**src/rtl/cpu_types_pkg.sv**
```systemverilog
// Shared CPU types: word/register widths and the EX/MEM bundle.
// Used by the EX/MEM latch, the MEM/WB latch and the hazard unit.
package cpu_types_pkg;

   localparam int WORD_W = 32;
   localparam int REG_W  = 5;

   typedef logic [WORD_W-1:0] word_t;
   typedef logic [REG_W-1:0]  regbits_t;

   typedef struct packed {
      logic     valid;
      word_t    alu_out;
      logic     zero;
      logic     negative;
      logic     overflow;
      word_t    store_data;
      regbits_t wsel;
      logic     regwen;
      logic     dren;
      logic     dwen;
      logic     memtoreg;
      logic     halt;
      word_t    npc;
   } exmem_t;

   // Turn a slot into a bubble: control off, data fields kept.
   function automatic exmem_t exmem_kill(input exmem_t x);
      exmem_t y;
      y          = x;
      y.valid    = 1'b0;
      y.regwen   = 1'b0;
      y.dren     = 1'b0;
      y.dwen     = 1'b0;
      y.memtoreg = 1'b0;
      y.halt     = 1'b0;
      return y;
   endfunction

endpackage

```
**src/rtl/ex_mem_latch.sv**
```systemverilog
// EX/MEM pipeline register with data-request drop and sticky halt.
// Optional perf counters: define EX_MEM_PERF_EN.
module ex_mem_latch
   import cpu_types_pkg::*;
(
   input  logic     CLK,
   input  logic     nRST,
   input  logic     en,
   input  logic     flush,
   input  logic     dhit,
   input  logic     ex_valid,
   input  word_t    ex_alu_out,
   input  logic     ex_zero,
   input  logic     ex_negative,
   input  logic     ex_overflow,
   input  word_t    ex_store_data,
   input  regbits_t ex_wsel,
   input  logic     ex_regwen,
   input  logic     ex_dren,
   input  logic     ex_dwen,
   input  logic     ex_memtoreg,
   input  logic     ex_halt,
   input  word_t    ex_npc,
   output logic     mem_valid,
   output word_t    mem_alu_out,
   output logic     mem_zero,
   output logic     mem_negative,
   output logic     mem_overflow,
   output word_t    mem_store_data,
   output regbits_t mem_wsel,
   output logic     mem_regwen,
   output logic     mem_dren,
   output logic     mem_dwen,
   output logic     mem_memtoreg,
   output logic     mem_halt,
   output word_t    mem_npc
`ifdef EX_MEM_PERF_EN
   ,
   output word_t    bubble_count,
   output word_t    stall_count
`endif
);

   exmem_t r;
   exmem_t ex_in;

   // Gather EX fields; an empty slot carries no control.
   always_comb begin
      ex_in            = '0;
      ex_in.valid      = ex_valid;
      ex_in.alu_out    = ex_alu_out;
      ex_in.zero       = ex_zero;
      ex_in.negative   = ex_negative;
      ex_in.overflow   = ex_overflow;
      ex_in.store_data = ex_store_data;
      ex_in.wsel       = ex_wsel;
      ex_in.regwen     = ex_regwen & ex_valid;
      ex_in.dren       = ex_dren & ex_valid;
      ex_in.dwen       = ex_dwen & ex_valid;
      ex_in.memtoreg   = ex_memtoreg & ex_valid;
      ex_in.halt       = ex_halt & ex_valid;
      ex_in.npc        = ex_npc;
   end

   // Halt freezes; flush beats capture; a hit drops a stalled request.
   always_ff @(posedge CLK or negedge nRST) begin
      if (!nRST) begin
         r <= '0;
      end else if (!r.halt) begin
         if (flush) begin
            r <= exmem_kill(r);
         end else if (en) begin
            r <= ex_in;
         end else if (dhit) begin
            r.dren <= 1'b0;
            r.dwen <= 1'b0;
         end
      end
   end

   assign mem_valid      = r.valid;
   assign mem_alu_out    = r.alu_out;
   assign mem_zero       = r.zero;
   assign mem_negative   = r.negative;
   assign mem_overflow   = r.overflow;
   assign mem_store_data = r.store_data;
   assign mem_wsel       = r.wsel;
   assign mem_regwen     = r.regwen;
   assign mem_dren       = r.dren;
   assign mem_dwen       = r.dwen;
   assign mem_memtoreg   = r.memtoreg;
   assign mem_halt       = r.halt;
   assign mem_npc        = r.npc;

`ifdef EX_MEM_PERF_EN
   logic bubble_evt;
   logic stall_evt;

   assign bubble_evt = !r.halt & (flush | (en & !ex_valid));
   assign stall_evt  = !r.halt & !en & !flush;

   // Count bubbles loaded and stalled edges until halt.
   always_ff @(posedge CLK or negedge nRST) begin
      if (!nRST) begin
         bubble_count <= '0;
         stall_count  <= '0;
      end else begin
         if (bubble_evt) bubble_count <= bubble_count + 32'd1;
         if (stall_evt)  stall_count  <= stall_count + 32'd1;
      end
   end
`endif

endmodule

```
**config.mk**
```make
export PLATFORM = sky130hd
export DESIGN_NAME = ex_mem_latch
export DESIGN_NICKNAME = d
export VERILOG_FILES = /design/src/rtl/cpu_types_pkg.sv /design/src/rtl/ex_mem_latch.sv
export SDC_FILE = /design/constraint.sdc
export NUM_CORES = 1
export LEC_CHECK = 0
export ABC_CLOCK_PERIOD_IN_PS = 2500
export CAP_MARGIN = 20
export CORE_UTILIZATION = 43
export CTS_BUF_LIST = sky130_fd_sc_hd__clkbuf_4
export DETAILED_ROUTE_END_ITERATION = 10
export PLACE_DENSITY = 0.85
export SYNTH_ARGS = -nofsm -noshare
export SYNTH_HDL_FRONTEND = slang
export SYNTH_SLANG_ARGS = --single-unit
```
**constraint.sdc**
```tcl
create_clock -name CLK -period 2.5 [get_ports CLK]
set_clock_uncertainty 0.2 [all_clocks]
set_input_delay 0.75 -clock CLK [delete_from_list [all_inputs] [get_ports CLK]]
set_output_delay 0.75 -clock CLK [all_outputs]
set_load 0.05 [all_outputs]
```
==> results of run 1 <==
-- power by group through the flow --
stage / registers [mW] / clock network [mW] / logic, mW
CTS: 2.95 / 0.820 / 5.01
global route: 3.04 / 0.887 / 5.14
floorplan: 5.80 / 0 / 0.618
detailed placement: 3.01 / 0 / 5.47
finish: 2.94 / 0.782 / 4.97
global placement: 2.96 / 0 / 5.38
-- metal layers --
| metal | track usage | vias to the layer above | share of wire |
|---|---|---|---|
| met4 | 0.0747 | 0 | 0.017 |
| li1 | - | 1353 | - |
| met5 | 0 | - | 0 |
| met1 | 0.222 | 1454 | 0.37 |
| met3 | 0.0680 | 14 | 0.091 |
| met2 | 0.379 | 141 | 0.52 |
-- state kept, by name, summed over array words and instances, names as in the netlist --
name,flops
mem_negative,1
mem_store_data,32
mem_npc,32
mem_memtoreg,1
mem_regwen,1
mem_overflow,1
mem_alu_out,32
mem_valid,1
mem_dren,1
mem_wsel,5
mem_dwen,1
mem_halt,1
mem_zero,1
-- path summary, 6_finish.rpt --
path                                      to  cells after the start
setup reg to reg              mem_alu_out[4]                      4
setup / recovery           mem_store_data[1]                      1
hold reg to reg               mem_alu_out[8]                      1
min in group CLK              mem_alu_out[8]                      1
hold / removal               mem_alu_out[30]                      2
max in group asynchronous    mem_alu_out[19]                      2
-- cell usage in the layout, fill, tap and decap left out --
master,Yosys,routed
a41o_1,1,1
buf_12,0,6
buf_4,1,25
clkbuf_4,0,9
clkdlybuf4s50_1,0,113
clkinv_1,0,1
clkinv_4,0,3
dfrtp_1,110,110
dlygate4sd2_1,0,90
inv_1,6,6
inv_6,0,2
mux2_1,60,60
mux2_2,44,44
nand2_1,5,5
nand4b_1,2,2
nor3b_4,0,1
o211ai_1,3,3
o221ai_1,2,2
or2_2,1,1
or4b_2,2,2
or4bb_1,1,1
-- cells by family after synthesis --
logic type | count (synthesis) | share of synthesized area
multiplexers | 104 | 0.280
AO/OA/AOI/OAI | 6 | 0.0120
flip-flops | 110 | 0.658
buffers and inverters | 18 | 0.0293
AND/OR/NAND/NOR | 12 | 0.0206
-- cell type report --
class / count / share of cell area
sequential: 110 / 0.418
timing repair buffer: 234 / 0.338
multi-input combinational: 122 / 0.199
tap: 129 / 0.0245
clock buffer: 9 / 0.0102
clock inverter: 6 / 0.00721
inverter: 6 / 0.00342
-- what timing repair did --
action | in CTS | in global routing
resized for setup | 90 | 0
endpoints found under the setup margin | 90 | 0
endpoints found under the hold margin | 0 | 0
-- metrics by stage --
step                setup TNS [ns]  instances  cell area [um2]
floorplan                        0        250             4180
global placement            -0.390        601             6590
detailed placement           -1.90        601             6590
CTS                              0        616             6590
global route                     0        616             6590
finish                           0        616             6590
==> results.cfg, run 1 <==
[floorplanning]
ios = 225
rows = 35
die_area_um2 = 10100
initial_core_util = 0.448
core_um2 = 9330
chipHeight_um = 101
die_w_um = 101

[synthesis]
yosysUniqueCellTypes = 16
ys_seq_area_frac = 0.658
async_flop_share = 1.00
ys_ff_latch = 110
syn_area_um2 = 4180
synth_nets = 365
yosysWarnings = 0
synth_most_common_cell = dfrtp_1
ys_top_cells_by_count = dfrtp_1, mux2_1, mux2_2
synthFlopType = dfrtp_1
syn_avg_cell_area_um2 = 16.7
ys_top_cells_by_area = dfrtp_1, mux2_1, mux2_2
synth_top_area_share = 0.658
synth_top_cell_by_area = dfrtp_1
syn_inst = 250
synth_edf_count = 0

[finish]
nNetsFinal = 598
multi_input_comb_area_um2 = 1310
fillers = 703
area.growth.synth_to_final_pct = 57.6
drive_gt1_frac = 0.191
utilization = 0.707
ff_latch_area_um2 = 2750
diodes = 0

[global_route]
grt_max_degree = 111
grt_pass1_wl_mm = 15.9
grt_pass1_vias = 3249
grt_usage = 0.207
antenna_found_initial = 0
overflow = 0

[setup_path]
cp-end-kind = output pin
start_kind = register
crit_fanout = 2
r2r_start = mem_halt
slowest_delay_ns = 0.54
cp.required_ns = 1.55
crit_start = mem_store_data[1]
cp.arrival_ns = 1.37
cp_num_buf_inv = 1
path_delay_family = buffers and inverters
ff2ff_setup_slack_ns = 0.64
cp_slowest_cell = dlygate4sd2_1
crit_chain = dlygate4sd2_1
critical_path_class = reg2out

[power_and_ir_drop]
peakVddDrop_mv = 0.904
power_switching_mw = 4.49
power.leakage_nw = 2.92
seq_power_share = 0.338
combPwrFrac = 0.572
clock_power_share = 0.090
p_per_area_nw_per_um2 = 1320
total_power_mw = 8.69
p_int_mw = 4.19
swShare = 0.518

[placed_design]
pre_cts_ws_ns = -0.0550
dp.final_hpwl_mm = 7.94
gp_congestion = 0.776
port_buffers = 224

[route]
num_vias = 2962
wl_per_cell_um = 16.7
antenna_left = 0
drc_errors = 0
drtIter0Drc = 47
vias_per_cell = 4.81
drt_first_pass_iters = 4
routed_wl_mm = 10.3

[cts]
cts_max_level = 3
clk_pin_slew_ns = 0.18
postCtsSetupBuffers = 0
ctsHoldBuffers = 0
root_buffer = clkbuf_4
cts_tree = yes
cts_buffer_depth = 2
clock-sinks = 110
cts_inserted_buffers = 9
clock_latency_ns = 0.41

[timing]
rsz0062_at_grt = no
hold_viol_final = 0
finalSetupViolations = 0
timing.final.ws_setup_ns = 0.180
relSlewSlack = 0.600
finalCritPeriodShare = 0.928
tightest_slew_ns = 0.600
post-route-min-period_ns = 2.32
maxSlewViolCount = 0
clock.fmax_mhz = 431
fin_hold_ws_ns = 0.130

[outcome]
status = finished, final reports clean

[min_path]
hold_class = in2async

[run]
drv_cap = 0
Note: power is estimated with default switching activity, not from simulation.
==> run 2: changes to the inputs <==
--- a/config.mk
+++ b/config.mk
@@ -7,6 +7,7 @@
 export LEC_CHECK = 0
 export ABC_CLOCK_PERIOD_IN_PS = 2500
 export CAP_MARGIN = 20
+export CORE_MARGIN = 2
 export CORE_UTILIZATION = 43
 export CTS_BUF_LIST = sky130_fd_sc_hd__clkbuf_4
 export DETAILED_ROUTE_END_ITERATION = 10
==> run 2 against run 1 <==
- combinational power barely moved
- critical path depth unchanged
- routed wire length rose by 0.98%
- register-to-register slack better by 0.03 ns
- flip-flop and latch count is the same
- total power grew 1.6%
- clock power grew 18%
- core utilization increased by 0.89 points
- non-clock buffer count up 4
- count of clock-buffer cells in the layout increased by 1
- sequential power hardly changed
- critical endpoint is now mem_dwen
- largest power group unchanged
==> results.cfg, run 2 (synthesized netlist as in run 1, its figures left out) <==
[setup_path]
start_kind = register
crit_chain = dlygate4sd2_1
cp.required_ns = 1.55
slowest_delay_ns = 0.57
critical_path_class = reg2out
cp-end-kind = output pin
crit_fanout = 3
cp.arrival_ns = 1.40
cp_num_buf_inv = 1
path_delay_family = buffers and inverters
cp_slowest_cell = dlygate4sd2_1

[power_and_ir_drop]
power.leakage_nw = 2.96
peakVddDrop_mv = 0.838
p_per_area_nw_per_um2 = 1320

[floorplanning]
initial_core_util = 0.448
die_area_um2 = 10500
chipHeight_um = 103
ios = 225
rows = 35
core_um2 = 9330
die_w_um = 103

[global_route]
grt_pass1_vias = 3273
overflow = 0
antenna_found_initial = 0
grt_max_degree = 51
grt_pass1_wl_mm = 16.1
grt_usage = 0.199

[timing]
finalCritPeriodShare = 0.938
clock.fmax_mhz = 426
post-route-min-period_ns = 2.35
tightest_slew_ns = 0.533
relSlewSlack = 0.646
finalSetupViolations = 0
maxSlewViolCount = 0
fin_hold_ws_ns = 0.299
hold_viol_final = 0
rsz0062_at_grt = no

[finish]
drive_gt1_frac = 0.195
multi_input_comb_area_um2 = 1310
area.growth.synth_to_final_pct = 59.6
stdcell_area_um2 = 6680
mostFrequentLayoutCell = clkdlybuf4s50_1
fillers = 678
diodes = 0
ff_latch_area_um2 = 2750
utilization = 0.716
nNetsFinal = 602
final_cell_mix = clkdlybuf4s50_1, dfrtp_1, dlygate4sd2_1

[placed_design]
port_buffers = 224
dpl_cell_area_um2 = 6630
gp_congestion = 0.725
dp.final_hpwl_mm = 8.23

[cts]
postCtsSetupBuffers = 0
clk_pin_slew_ns = 0.16
clock_latency_ns = 0.42
root_buffer = clkbuf_4
cts_buffer_depth = 2
cts_tree = yes
clock-sinks = 110
cts_max_level = 3
cts_inserted_buffers = 9

[route]
drc_errors = 0
wl_per_cell_um = 16.8
drt_first_pass_iters = 2
routed_wl_mm = 10.4
num_vias = 2960
drtIter0Drc = 73
vias_per_cell = 4.77
antenna_left = 0

[min_path]
hold_class = reg2reg

[run]
drv_cap = 0

[outcome]
status = finished, final reports clean
[run 2: layout make-up]
type,count,area share
multi-input combinational,122,0.197
sequential,110,0.412
timing repair buffer,238,0.341
inverter,6,0.00337
clock buffer,10,0.0112
tap,129,0.0242
clock inverter,6,0.0112
[run 2: worst reg2reg max path: stages, from the launching register on]
cell and delay (ns):
dfrtp_1 0.54, nor3b_4 0.24, buf_4 0.21, buf_12 0.18, mux2_2 0.35
[run 2: final timing paths]
kind	startpoint	endpoint	slack (ns)	cells past startpoint
max reg2reg	mem_halt	mem_npc[19]	0.67	4
max	mem_dwen	mem_dwen	0.15	1
min in group asynchronous	nRST	mem_alu_out[8]	0.47	2
min reg2reg	mem_store_data[25]	mem_store_data[25]	0.30	1
max in group asynchronous	nRST	mem_npc[12]	1.09	3
min	mem_store_data[25]	mem_store_data[25]	0.30	1
[run 2: per-layer routing]
| layer | track usage | wire (um) | vias up |
|---|---|---|---|
| met1 | 0.224 | 3730 | 1452 |
| met3 | 0.0631 | 1130 | 13 |
| met4 | 0.0585 | 113 | 0 |
| met2 | 0.360 | 5440 | 137 |
| met5 | 0 | 0 | - |
| li1 | - | - | 1358 |
[run 2: report_power, final]
| group | switching (mW) | internal, mW | leakage, nW |
|---|---|---|---|
| combinational | 3.54 | 1.42 | 1.60 |
| clock | 0.591 | 0.335 | 0.0799 |
| sequential | 0.377 | 2.56 | 1.28 |
| total | 4.51 | 4.31 | 2.96 |
[run 2: timing repair]
item                                    in CTS  in global routing
endpoints found under the hold margin       11                  0
hold buffers                                 1                  0
resized for setup                           92                  0
endpoints found under the setup margin      92                  0
[run 2: stage by stage]
stage               std cells  setup WS (ns)  TNS, ns  total power [mW]
floorplan                 250          0.473        0              6.42
global placement          604        0.00889        0              8.37
detailed placement        604        -0.0191   -0.286              8.51
CTS                       621          0.118        0              8.94
global route              621         0.0807        0              9.24
finish                    621          0.154        0              8.83
